**config.mk**
```make
export PLATFORM = sky130hd
export DESIGN_NAME = alu_op_sequencer
export DESIGN_NICKNAME = d
export VERILOG_FILES = /design/src/rtl/alu_op_sequencer.sv
export SDC_FILE = /design/constraint.sdc
export NUM_CORES = 1
export LEC_CHECK = 0
export BUFFER_PORTS_ARGS = -buffer_cell sky130_fd_sc_hd__buf_2
export CELL_PAD_IN_SITES_DETAIL_PLACEMENT = 1
export CELL_PAD_IN_SITES_GLOBAL_PLACEMENT = 2
export CORE_ASPECT_RATIO = 0.7
export CORE_MARGIN = 4
export CORE_UTILIZATION = 39
export DETAILED_ROUTE_END_ITERATION = 10
export GPL_TIMING_DRIVEN = 1
export PLACE_DENSITY = 0.88
export RECOVER_POWER = 50
export SLEW_MARGIN = 20
export SYNTH_ARGS = -nofsm -noshare
export SYNTH_HDL_FRONTEND = slang
export SYNTH_SLANG_ARGS = --single-unit
```
**constraint.sdc**
```tcl
create_clock -name clk -period 2.9 [get_ports clk]
set_input_delay 0.58 -clock clk [delete_from_list [all_inputs] [get_ports clk]]
set_output_delay 0.58 -clock clk [all_outputs]
set_load 0.03 [all_outputs]
```
**src/rtl/alu_op_sequencer.sv**
```systemverilog
// alu_op_sequencer
//
// Command front-end for the unsigned ALU. Commands (opcode, A, B) are queued
// in a small FIFO and issued one at a time: the ALU's set strobe is pulsed for
// one cycle, the registered ALU result and flags are captured one cycle later,
// and they are returned on a valid/ready response channel. Opcodes 14 and 15
// are illegal: they are answered with rsp_error=1 and the ALU is never strobed.
//
// Optional build macro: ALU_SEQ_STATS_EN adds saturating response counters
// (stat_ops, stat_ovf, stat_unf).
//
// Ports:
//   clk, reset                    clock, synchronous active-high reset
//   cmd_valid/cmd_ready           command handshake (cmd_opcode, cmd_a, cmd_b)
//   rsp_valid/rsp_ready           response handshake (rsp_result, rsp_overflow,
//                                 rsp_underflow, rsp_error)
//   alu_opcode/alu_a/alu_b        held command driven to the ALU
//   alu_set, alu_reset            ALU strobe and reset
//   alu_out/alu_overflow/
//   alu_underflow                 registered ALU outputs
//   stat_ops/stat_ovf/stat_unf    response counters (ALU_SEQ_STATS_EN only)
//   busy                          FSM active or FIFO holding commands
//
// state  | meaning
// IDLE   | waiting for a queued command; pops the FIFO head when one is present
// ISSUE  | alu_set high for one cycle with the held command
// WAIT   | ALU result registered; captured into the response registers
// RESP   | response presented until rsp_ready

module alu_op_sequencer #(
    parameter int WIDTH = 4,
    parameter int DEPTH = 4
) (
    input  logic             clk,
    input  logic             reset,
    input  logic             cmd_valid,
    output logic             cmd_ready,
    input  logic [3:0]       cmd_opcode,
    input  logic [WIDTH-1:0] cmd_a,
    input  logic [WIDTH-1:0] cmd_b,
    output logic             rsp_valid,
    input  logic             rsp_ready,
    output logic [WIDTH-1:0] rsp_result,
    output logic             rsp_overflow,
    output logic             rsp_underflow,
    output logic             rsp_error,
    output logic [3:0]       alu_opcode,
    output logic [WIDTH-1:0] alu_a,
    output logic [WIDTH-1:0] alu_b,
    output logic             alu_set,
    output logic             alu_reset,
    input  logic [WIDTH-1:0] alu_out,
    input  logic             alu_overflow,
    input  logic             alu_underflow,
`ifdef ALU_SEQ_STATS_EN
    output logic [15:0]      stat_ops,
    output logic [15:0]      stat_ovf,
    output logic [15:0]      stat_unf,
`endif
    output logic             busy
);

    localparam int PTR_W = (DEPTH > 1) ? $clog2(DEPTH) : 1;
    localparam int CNT_W = $clog2(DEPTH + 1);

    typedef enum logic [1:0] {
        S_IDLE  = 2'd0,
        S_ISSUE = 2'd1,
        S_WAIT  = 2'd2,
        S_RESP  = 2'd3
    } state_t;

    typedef struct packed {
        logic [3:0]       opcode;
        logic [WIDTH-1:0] a;
        logic [WIDTH-1:0] b;
    } cmd_t;

    state_t           state_q, state_d;
    cmd_t             fifo_mem [DEPTH];
    logic [PTR_W-1:0] wr_ptr, rd_ptr;
    logic [CNT_W-1:0] count;
    cmd_t             head;
    cmd_t             held_q;
    logic             push, pop, head_illegal, capture, rsp_done;

    // ---------------- FIFO ----------------
    assign cmd_ready    = (count < CNT_W'(DEPTH));
    assign push         = cmd_valid && cmd_ready;
    assign pop          = (state_q == S_IDLE) && (count != '0);
    assign head         = fifo_mem[rd_ptr];
    assign head_illegal = (head.opcode > 4'd13);

    always_ff @(posedge clk) begin
        if (push) begin
            fifo_mem[wr_ptr] <= '{opcode: cmd_opcode, a: cmd_a, b: cmd_b};
        end
    end

    always_ff @(posedge clk) begin
        if (reset) begin
            wr_ptr <= '0;
            rd_ptr <= '0;
            count  <= '0;
        end else begin
            if (push) wr_ptr <= wr_ptr + 1'b1;
            if (pop)  rd_ptr <= rd_ptr + 1'b1;
            case ({push, pop})
                2'b10:   count <= count + 1'b1;
                2'b01:   count <= count - 1'b1;
                default: count <= count;
            endcase
        end
    end

    // ---------------- FSM ----------------
    always_ff @(posedge clk) begin
        if (reset) state_q <= S_IDLE;
        else       state_q <= state_d;
    end

    always_comb begin
        state_d = state_q;
        case (state_q)
            S_IDLE: begin
                if (count != '0) state_d = head_illegal ? S_RESP : S_ISSUE;
            end
            S_ISSUE: state_d = S_WAIT;
            S_WAIT:  state_d = S_RESP;
            S_RESP: begin
                if (rsp_ready) state_d = S_IDLE;
            end
            default: state_d = S_IDLE;
        endcase
    end

    assign capture  = (state_q == S_WAIT);
    assign rsp_done = (state_q == S_RESP) && rsp_ready;

    // Held command and response registers. Error responses are loaded at pop
    // time since the ALU is skipped entirely for them.
    always_ff @(posedge clk) begin
        if (reset) begin
            held_q        <= '0;
            rsp_result    <= '0;
            rsp_overflow  <= 1'b0;
            rsp_underflow <= 1'b0;
            rsp_error     <= 1'b0;
        end else begin
            if (pop) begin
                held_q <= head;
                if (head_illegal) begin
                    rsp_result    <= '0;
                    rsp_overflow  <= 1'b0;
                    rsp_underflow <= 1'b0;
                    rsp_error     <= 1'b1;
                end
            end
            if (capture) begin
                rsp_result    <= alu_out;
                rsp_overflow  <= alu_overflow;
                rsp_underflow <= alu_underflow;
                rsp_error     <= 1'b0;
            end
        end
    end

    assign rsp_valid  = (state_q == S_RESP);
    assign alu_set    = (state_q == S_ISSUE);
    assign alu_opcode = held_q.opcode;
    assign alu_a      = held_q.a;
    assign alu_b      = held_q.b;
    // Pass-through so the ALU clears in the same cycle as this block.
    assign alu_reset  = reset;
    assign busy       = (state_q != S_IDLE) || (count != '0);

`ifdef ALU_SEQ_STATS_EN
    always_ff @(posedge clk) begin
        if (reset) begin
            stat_ops <= '0;
            stat_ovf <= '0;
            stat_unf <= '0;
        end else if (rsp_done) begin
            if (stat_ops != 16'hFFFF) stat_ops <= stat_ops + 16'd1;
            if (rsp_overflow && stat_ovf != 16'hFFFF) stat_ovf <= stat_ovf + 16'd1;
            if (rsp_underflow && stat_unf != 16'hFFFF) stat_unf <= stat_unf + 16'd1;
        end
    end
`endif

endmodule

```
==> run summary, run 1 <==
DR vias/cell -> 5.036
Input/output buffers -> 45
Worst-margin pin slew -> 0.7031 ns
Layout area overhead -> 17.34%
Max Buffers Root-to-Sink -> 2
Top cells by area, synth -> edfxtp_1 46%, dfxtp_1 19%, mux4_1 8.4%
Crit start category -> flip-flop
Post-CTS Hold Buffers -> 0
CTS sink cnt -> 78
Post-synthesis mux area share -> 10.20%
Remaining DRCs -> 0
Critical Path Sink Type -> flip-flop
Initial DRC count -> 96
HP Start -> alu_underflow
Final antenna-violating net count -> 0
Setup Fix Bufs, Post-CTS -> 0
Sequential area share after synthesis -> 65.52%
Prevailing post-synth register cell -> edfxtp_1
Worst EP arrival -> 2.77 ns
Congestion Overflow GR -> 0
CORE AREA -> 0.007515 mm2
# IOs -> 46
Antenna fix cells -> 0
Final Skew -> 0.005727 ns
Final setup viols -> 0
Reg-to-Reg End -> count[2]$_SDFFE_PP0P_
Initial Util -> 41.48%
Slowest-stage cell, CP -> fa_1
Critical Path, Cell by Cell -> inv_1 > ha_1 > o31ai_1 > inv_1 > ha_1 > inv_1 > fa_1 > xor2_1 > or3_1 > a21oi_1
Final period utilization -> 86.83%
Post-synthesis simple-gate area fraction -> 8.230%
Worst slew margin -> 53.13%
Gate Count Post-Synth -> 216
Status -> complete, no violations
Area share of the largest cell type after synthesis -> 46.25%
Post-Layout Inst Area -> 0.003657 mm2
HPWL after detailed placement -> 4588 um
Share of cells above drive strength 1 -> 14.55%
Synthesized net count -> 249
Cts repair resizes -> 0
Leakage power -> 1.290 nW
Post-Synth Adder-Cell Area -> 4.657%
Async S/R FF share, synth -> 0%
Routed via count -> 1843
PD cells -> 1023 mW/mm2
Tot GR Track Use -> 14.51%
Final-report hold violation count -> 0
Power Total -> 0.003741 W
R2R cell count -> 10
Total die area -> 0.009509 mm2
Final Max Tran Viols -> 0
Worst Hold Class -> primary input to flip-flop
Final Critical Period -> 2.518 ns
Yosys warns -> 0
Clock-pin transition on the worst setup and hold timing paths -> 0.06 ns
Clock Root Buffer -> clkbuf_16
Worst R2R Start -> state_q[1]$_SDFFE_PP0P_
Placed cell area -> 0.003423 mm2
Compound-gate portion of the synthesized area -> 6.544%
CTS tree -> yes
Setup Crit Path Kind -> flip-flop to flip-flop
Die Span X -> 114.9 um
Synthesized flop and latch total -> 78
Fmax -> 397.1 MHz
Hold path endpoint -> rsp_underflow$_SDFFE_PP0P_
Fill cell count -> 779
Synth Cell Area -> 0.003117 mm2
Worst hold slack -> 0.4471 ns
Cells on Worst Hold Path -> 3
Worst skew pair latency -> 0.32 ns
Post-DR wirelength/cell -> 18.18 um
First-pass GRT wire length -> 10200 um
Post-synth EDFFs -> 48
CP peak stage delay -> 0.39 ns
Drt pass-1 iters -> 5
Top-count cell post-synth -> edfxtp_1
Rows -> 26
Setup TNS Final -> 0 ns
Initial antenna violation count -> 0
Data required, critical path -> 3.15 ns
Routability cong. -> 0.7078
Die height -> 82.80 um
Number of CTS-inserted buffers -> 9
Leading area contributor after synthesis -> edfxtp_1
Mapped Avg Cell Area -> 14.43 um2
RSZ-0062 raised after global routing -> no
Largest net degree at the start of global routing -> 35
Sequential Area -> 0.002042 mm2
CP max FO -> 15
Maximum vdd drop -> 0.3751 mV
H-tree depth -> 3
Final Net Count -> 296
R2r setup slk -> 0.38 ns
Largest family of logic cells by synthesized area -> multiplexers
Max-cap violations -> 0
Netlist cell types -> 32
Xor and xnor fraction of the mapped netlist area -> 1.124%
Most frequent cells after synthesis -> 48 x edfxtp_1, 30 x dfxtp_1, 30 x nand2_1
Vias in the first global route -> 1881
Wirelength, routed -> 6655 um
Multi-input gate area -> 958.4 um2
CP most frequent cell -> inv_1
-- placed cells by master, fill, tap and decap left out, types with 2 or more instances in the layout --
master      count
clkbuf_16       9
buf_4           3
nor2b_1         3
or3_1           2
o21ai_0         2
xnor2_1         2
a21oi_1        17
and2_1          4
buf_2          13
nor2_1          9
a311oi_1        2
xor2_1          2
or3b_2          3
dfxtp_1        30
nand2_1        30
clkinvlp_4      2
mux4_2          2
inv_6           2
o41ai_2         3
ha_1           10
inv_1          14
edfxtp_1       48
mux4_1         10
clkbuf_1       33
o22ai_1         3
-- how the worst max path moves through the flow --
stage | start | end | slack, ns | cells after the start
6_report | state_q[1]$_SDFFE_PP0P_ | count[2]$_SDFFE_PP0P_ | 0.38 | 10
5_1_grt | state_q[1]$_SDFFE_PP0P_ | count[2]$_SDFFE_PP0P_ | 0.21 | 10
4_1_cts | state_q[1]$_SDFFE_PP0P_ | count[2]$_SDFFE_PP0P_ | 0.55 | 10
3_5_place_dp | state_q[1]$_SDFFE_PP0P_ | count[2]$_SDFFE_PP0P_ | 0.57 | 10
3_3_place_gp | cmd_valid | count[2]$_SDFFE_PP0P_ | 0.70 | 9
2_1_floorplan | state_q[0]$_SDFFE_PP0P_ | count[2]$_SDFFE_PP0P_ | 0.55 | 11
-- registers in the layout, indices dropped and copies added, names as in the netlist, named ones only --
register,count
wr_ptr,2
rd_ptr,2
alu_b,4
fifo_mem,48
rsp_overflow,1
rsp_result,4
state_q,2
count,3
rsp_error,1
rsp_underflow,1
alu_a,4
alu_opcode,4
-- through the flow --
stage / instances / util, % / setup slack (ns)
4_1_cts: 366 / 49.20 / 0.5531
6_report: 366 / 48.67 / 0.3820
3_5_place_dp: 350 / 45.55 / 0.5740
3_3_place_gp: 350 / 45.55 / 0.7030
2_1_floorplan: 216 / - / 0.5523
5_1_grt: 366 / 48.67 / 0.2125
-- where the power goes --
part	leakage (nW)	internal [W]	switching, W
logic	0.477	0.000382	0.000787
clock network	0.127	0.000584	0.000440
registers	0.686	0.00143	0.000120
-- per-layer routing --
metal	track usage [%]	up-vias	wire length (um)
met5	0	-	0
met1	19.71	902	3128
met2	23.21	53	3033
li1	-	880	-
met4	4.103	0	57
met3	3.841	8	436
-- cells by family (layout without fill, tap and decap cells) --
logic type | Yosys count | count (layout)
flops | 78 | 78
simple gates | 54 | 54
fa+ha+maj | 11 | 11
compound gates | 30 | 30
xor+xnor | 4 | 4
mux | 13 | 13
buf+inv | 26 | 78
-- layout make-up --
class / count / area share, %
clock buffers: 10 / 6.261
flip-flops and latches: 78 / 55.83
inverters: 14 / 1.437
well taps: 98 / 3.353
clock inverters: 6 / 1.232
repair buffers: 48 / 5.679
multi-input cells: 112 / 26.21
-- critical path, delay by kind of cell (launching register included) --
| family | cells | cell delay, ns |
|---|---|---|
| compound gates | 2 | 0.23 |
| xor+xnor | 1 | 0.17 |
| fa+ha+maj | 3 | 0.85 |
| buf+inv | 3 | 0.55 |
| flops | 1 | 0.34 |
| simple gates | 1 | 0.31 |
No activity file was read; power rests on OpenSTA's default activity.
==> run 2: changes to the inputs <==
--- a/constraint.sdc
+++ b/constraint.sdc
@@ -3,2 +3,2 @@
 set_output_delay 0.58 -clock clk [all_outputs]
-set_load 0.03 [all_outputs]
+set_load 0.01 [all_outputs]
==> run 2 against run 1 <==
Via count down 3.9%. Power down 3.5%. Non-clock buffer count unchanged. Maximum frequency up 3.0%. Critical endpoint unchanged. Largest power group unchanged. Highest routed layer unchanged.
==> run summary, run 2 (synthesis results as in run 1) <==
Antenna fix cells -> 0
# IOs -> 46
Largest Register -> fifo_mem
Initial Util -> 41.48%
Final Max Tran Viols -> 0
Max-cap violations -> 0
Setup Fix Bufs, Post-CTS -> 0
Tot GR Track Use -> 13.96%
DR vias/cell -> 4.839
Final period utilization -> 84.31%
Share of cells above drive strength 1 -> 14.55%
Worst R2R Start -> state_q[1]$_SDFFE_PP0P_
Routability cong. -> 0.7244
Status -> complete, no violations
Worst skew pair latency -> 0.33 ns
Fmax -> 409.0 MHz
Remaining DRCs -> 0
Max Buffers Root-to-Sink -> 2
Critical Path, Cell by Cell -> inv_1 > ha_1 > o31ai_1 > inv_1 > ha_1 > inv_1 > fa_1 > xor2_1 > or3_1 > a21oi_1
Post-DR wirelength/cell -> 16.32 um
Setup Crit Path Kind -> flip-flop to flip-flop
Wirelength, routed -> 5972 um
Worst EP arrival -> 2.70 ns
Post-Layout Inst Area -> 0.003681 mm2
R2R cell count -> 10
RSZ-0062 raised after global routing -> no
Slowest-stage cell, CP -> fa_1
Vias in the first global route -> 1839
Reg-to-Reg End -> count[2]$_SDFFE_PP0P_
Cts repair resizes -> 0
CTS sink cnt -> 78
Power Total -> 0.003609 W
Dpl ws -> 0.6401 ns
Critical path's top delay family -> adder cells
Worst Hold Class -> primary input to flip-flop
Final setup viols -> 0
Largest net degree at the start of global routing -> 35
Max reg flops -> 48
CORE AREA -> 0.007515 mm2
Crit start category -> flip-flop
Number of CTS-inserted buffers -> 9
Maximum vdd drop -> 0.4207 mV
H-tree depth -> 3
CP max FO -> 15
Worst slew margin -> 56.43%
HP Start -> alu_underflow
CP peak stage delay -> 0.37 ns
WP buf/inv -> 3
Die Span X -> 114.9 um
Hold path endpoint -> rsp_underflow$_SDFFE_PP0P_
Die height -> 82.80 um
Setup WS post-layout -> 0.4551 ns
Final Net Count -> 296
Critical Path Sink Type -> flip-flop
First-pass GRT wire length -> 9860 um
Congestion Overflow GR -> 0
Most common cell after layout, fill and taps aside -> edfxtp_1
CTS tree -> yes
Fill cell count -> 766
Setup TNS Final -> 0 ns
Input/output buffers -> 45
Clock-pin transition on the worst setup and hold timing paths -> 0.06 ns
Post-CTS Hold Buffers -> 0
Final-report hold violation count -> 0
Final core utilization -> 48.98%
Most frequent cells in the layout -> 48 x edfxtp_1, 32 x clkbuf_1, 30 x nand2_1, 30 x dfxtp_1, 17 x a21oi_1
HPWL after detailed placement -> 4160 um
Final antenna-violating net count -> 0
Placed cell area -> 0.003423 mm2
CP most frequent cell -> inv_1
Total die area -> 0.009509 mm2
Final Skew -> 0.006004 ns
Leakage power -> 1.308 nW
Drt pass-1 iters -> 4
Final Critical Period -> 2.445 ns
Routed via count -> 1771
Initial antenna violation count -> 0
Worst-margin pin slew -> 0.6535 ns
Data required, critical path -> 3.15 ns
Rows -> 26
Layout area overhead -> 18.11%
R2r setup slk -> 0.46 ns
PD cells -> 980.5 mW/mm2
Initial DRC count -> 87
Clock Root Buffer -> clkbuf_16
Cells on Worst Hold Path -> 3
## run 2: power by group
part | total, W | internal [W] | switching, W
combinational | 0.000957 | 0.000378 | 0.000580
clock | 0.00110 | 0.000669 | 0.000435
sequential | 0.00155 | 0.00143 | 0.000121
## run 2: metrics by stage
stage / std cells / hold WS, ns
2_1_floorplan: 216 / 0.4591
3_3_place_gp: 350 / 0.4424
3_5_place_dp: 350 / 0.4507
4_1_cts: 366 / 0.4396
5_1_grt: 366 / 0.4656
6_report: 366 / 0.4518
## run 2: tightest hold or removal path: cells and delay by family
| kind | cells | cell delay [ns] |
|---|---|---|
| AND/OR/NAND/NOR | 1 | 0.05 |
| AO/OA/AOI/OAI | 1 | 0.04 |
| buffers and inverters | 1 | 0.07 |
## run 2: cell type report
type                            instances  area, um2  area share [%]
Clock inverter                          7      72.57           1.971
Sequential cell                        78       2042           55.47
Inverter                               14      52.55           1.428
Timing Repair Buffer                   48      207.7           5.642
Tap cell                               98      122.6           3.331
Clock buffer                            9      225.2           6.118
Multi-Input combinational cell        112      958.4           26.04
## run 2: how the worst max path moves through the flow
stage	startpoint	endpoint	slack [ns]	cells past startpoint
floorplan	state_q[0]$_SDFFE_PP0P_	count[2]$_SDFFE_PP0P_	0.55	11
global placement	cmd_valid	count[2]$_SDFFE_PP0P_	0.69	9
detailed placement	state_q[1]$_SDFFE_PP0P_	count[2]$_SDFFE_PP0P_	0.64	10
CTS	state_q[1]$_SDFFE_PP0P_	count[2]$_SDFFE_PP0P_	0.59	10
global route	state_q[1]$_SDFFE_PP0P_	count[2]$_SDFFE_PP0P_	0.24	10
finish	state_q[1]$_SDFFE_PP0P_	count[2]$_SDFFE_PP0P_	0.46	10
## run 2: routing by layer
metal  wire length (um)  vias up  part of all wire [%]  track usage, %
met1               3043      851                    51           19.46
met2               2564       36                    43           21.07
li1                   -      879                     -               -
met5                  0        -                     0               0
met3                298        5                   5.0           4.130
met4                 66        0                   1.1           4.572
==> run 3: changes to the inputs <==
- CORE_UTILIZATION: 39 -> 35
- PLACE_DENSITY: 0.88 -> 0.84
- clock period: 2.9 -> 2 ns (I/O delays scaled with it)
==> run 3 against run 2 <==
Worst hold slack worse by 0.19 ns. Global-route usage is 0.10 points lower. Sequential share of layout area is 2.7 points lower. Largest power group unchanged.
==> run summary, run 3 (synthesis results as in run 1) <==
Status -> complete, no violations
Fill cell count -> 917
Drt pass-1 iters -> 4
Initial Util -> 36.46%
Fmax -> 505.3 MHz
Critical Path Sink Type -> output port
Dpl ws -> 0.03804 ns
Clock-pin transition on the worst setup and hold timing paths -> 0.06 ns
Final Skew -> 0.006362 ns
Setup WS post-layout -> 0.02099 ns
Worst Hold Class -> primary input to flip-flop
Number of CTS-inserted buffers -> 9
Crit start category -> flip-flop
CTS tree -> yes
Most frequent cells in the layout -> 48 x edfxtp_1, 34 x clkbuf_1, 30 x nand2_1
WL met2 -> 2953 um
Worst slew margin -> 46.00%
RSZ-0062 raised after global routing -> yes
Critical path's top delay family -> simple AND/OR/NAND/NOR gates
Tot GR Track Use -> 13.86%
Post-DR wirelength/cell -> 16.35 um
Final core utilization -> 45.43%
Routed via count -> 1894
Placed Cells -> 379
Rows -> 28
PD cells -> 1465 mW/mm2
Final setup viols -> 0
Layout area overhead -> 24.61%
Slowest-stage cell, CP -> or4b_4
Final Max Tran Viols -> 0
CTS sink cnt -> 78
Wirelength, routed -> 6541 um
Largest net degree at the start of global routing -> 19
Setup TNS Final -> 0 ns
Final Critical Period -> 1.979 ns
# IOs -> 46
HPWL after detailed placement -> 4366 um
Final antenna-violating net count -> 0
Worst EP arrival -> 1.58 ns
Final period utilization -> 98.95%
CORE AREA -> 0.008548 mm2
Total die area -> 0.01050 mm2
Routability cong. -> 0.7037
Maximum vdd drop -> 0.6074 mV
Max-cap violations -> 0
Congestion Overflow GR -> 0
Clock Root Buffer -> clkbuf_16
Setup Crit Path Kind -> flip-flop to output port
Metal-1 WL -> 3107 um
Vias in the first global route -> 2022
Final Net Count -> 308
Die height -> 86.95 um
First-pass GRT wire length -> 10780 um
Largest Register -> fifo_mem
Input/output buffers -> 45
Initial antenna violation count -> 0
Share of cells above drive strength 1 -> 22.14%
Leakage power -> 1.377 nW
Placed cell area -> 0.003546 mm2
Max Buffers Root-to-Sink -> 2
Met3 Routed Length -> 363 um
Most common cell after layout, fill and taps aside -> edfxtp_1
DR vias/cell -> 4.735
Initial DRC count -> 55
Top sig layer -> met4
H-tree depth -> 3
Worst-margin pin slew -> 0.8100 ns
WP buf/inv -> 2
Post-Layout Inst Area -> 0.003884 mm2
Max reg flops -> 48
CP peak stage delay -> 0.51 ns
Non-filler cells, final -> 400
Die Span X -> 120.8 um
Worst skew pair latency -> 0.33 ns
CP max FO -> 4
Remaining DRCs -> 0
Data required, critical path -> 1.60 ns
Final-report hold violation count -> 0
Critical Path, Cell by Cell -> inv_2 > ha_4 > or4b_4 > buf_6
Antenna fix cells -> 0
run 3: repair_timing:
action / CTS / global route
setup endpoints to repair: 1 / 2
hold buffers: 0 / 0
buffers inserted: 1 / 4
gates resized for setup: 2 / 5
pin swaps: 0 / 2
run 3: area by class of cell:
type	count	area, um2	share of cell area [%]
repair buffers	60	299.0	7.700
clock inverters	6	85.08	2.191
well taps	120	150.1	3.866
multi-input cells	112	1007	25.93
clock buffers	10	239.0	6.153
flip-flops and latches	78	2048	52.74
inverters	14	55.05	1.418
run 3: tightest hold or removal path: cells and delay by family:
kind | cells | cell delay (ns)
AO/OA/AOI/OAI | 1 | 0.04
buffers and inverters | 1 | 0.08
AND/OR/NAND/NOR | 1 | 0.05
run 3: path summary, 6_finish.rpt:
| check | startpoint | depth (start not counted) | slack [ns] | endpoint |
|---|---|---|---|---|
| setup / recovery | state_q[1]$_SDFFE_PP0P_ | 4 | 0.02 | busy |
| hold / removal | alu_out[3] | 3 | 0.26 | rsp_result[3]$_SDFFE_PP0P_ |
| setup reg to reg | state_q[1]$_SDFFE_PP0P_ | 10 | 0.08 | count[2]$_SDFFE_PP0P_ |
| hold reg to reg | alu_b[0]$_SDFFE_PP0P_ | 2 | 0.45 | alu_b[0]$_SDFFE_PP0P_ |
run 3: power by group:
group	internal, W	total, W	leakage, nW	switching [W]
Combinational	0.000748	0.00167	0.534	0.000920
Sequential	0.00208	0.00227	0.687	0.000193
Clock	0.00112	0.00175	0.156	0.000633
Total	0.00395	0.00569	1.38	0.00175
run 3: metal layers:
metal | global-route usage (%) | up-vias
met5 | 0 | -
met4 | 5.556 | 0
met3 | 5.325 | 10
met2 | 20.98 | 42
met1 | 18.06 | 942
li1 | - | 900
run 3: per-stage QoR:
step                      hold slack, ns  power [W]
after detailed placement          0.4453   0.003891
final                             0.2605   0.005691
after floorplan                   0.4591   0.003345
after global placement            0.4465   0.003823
after global routing              0.2635   0.006068
after CTS                         0.2487   0.005734
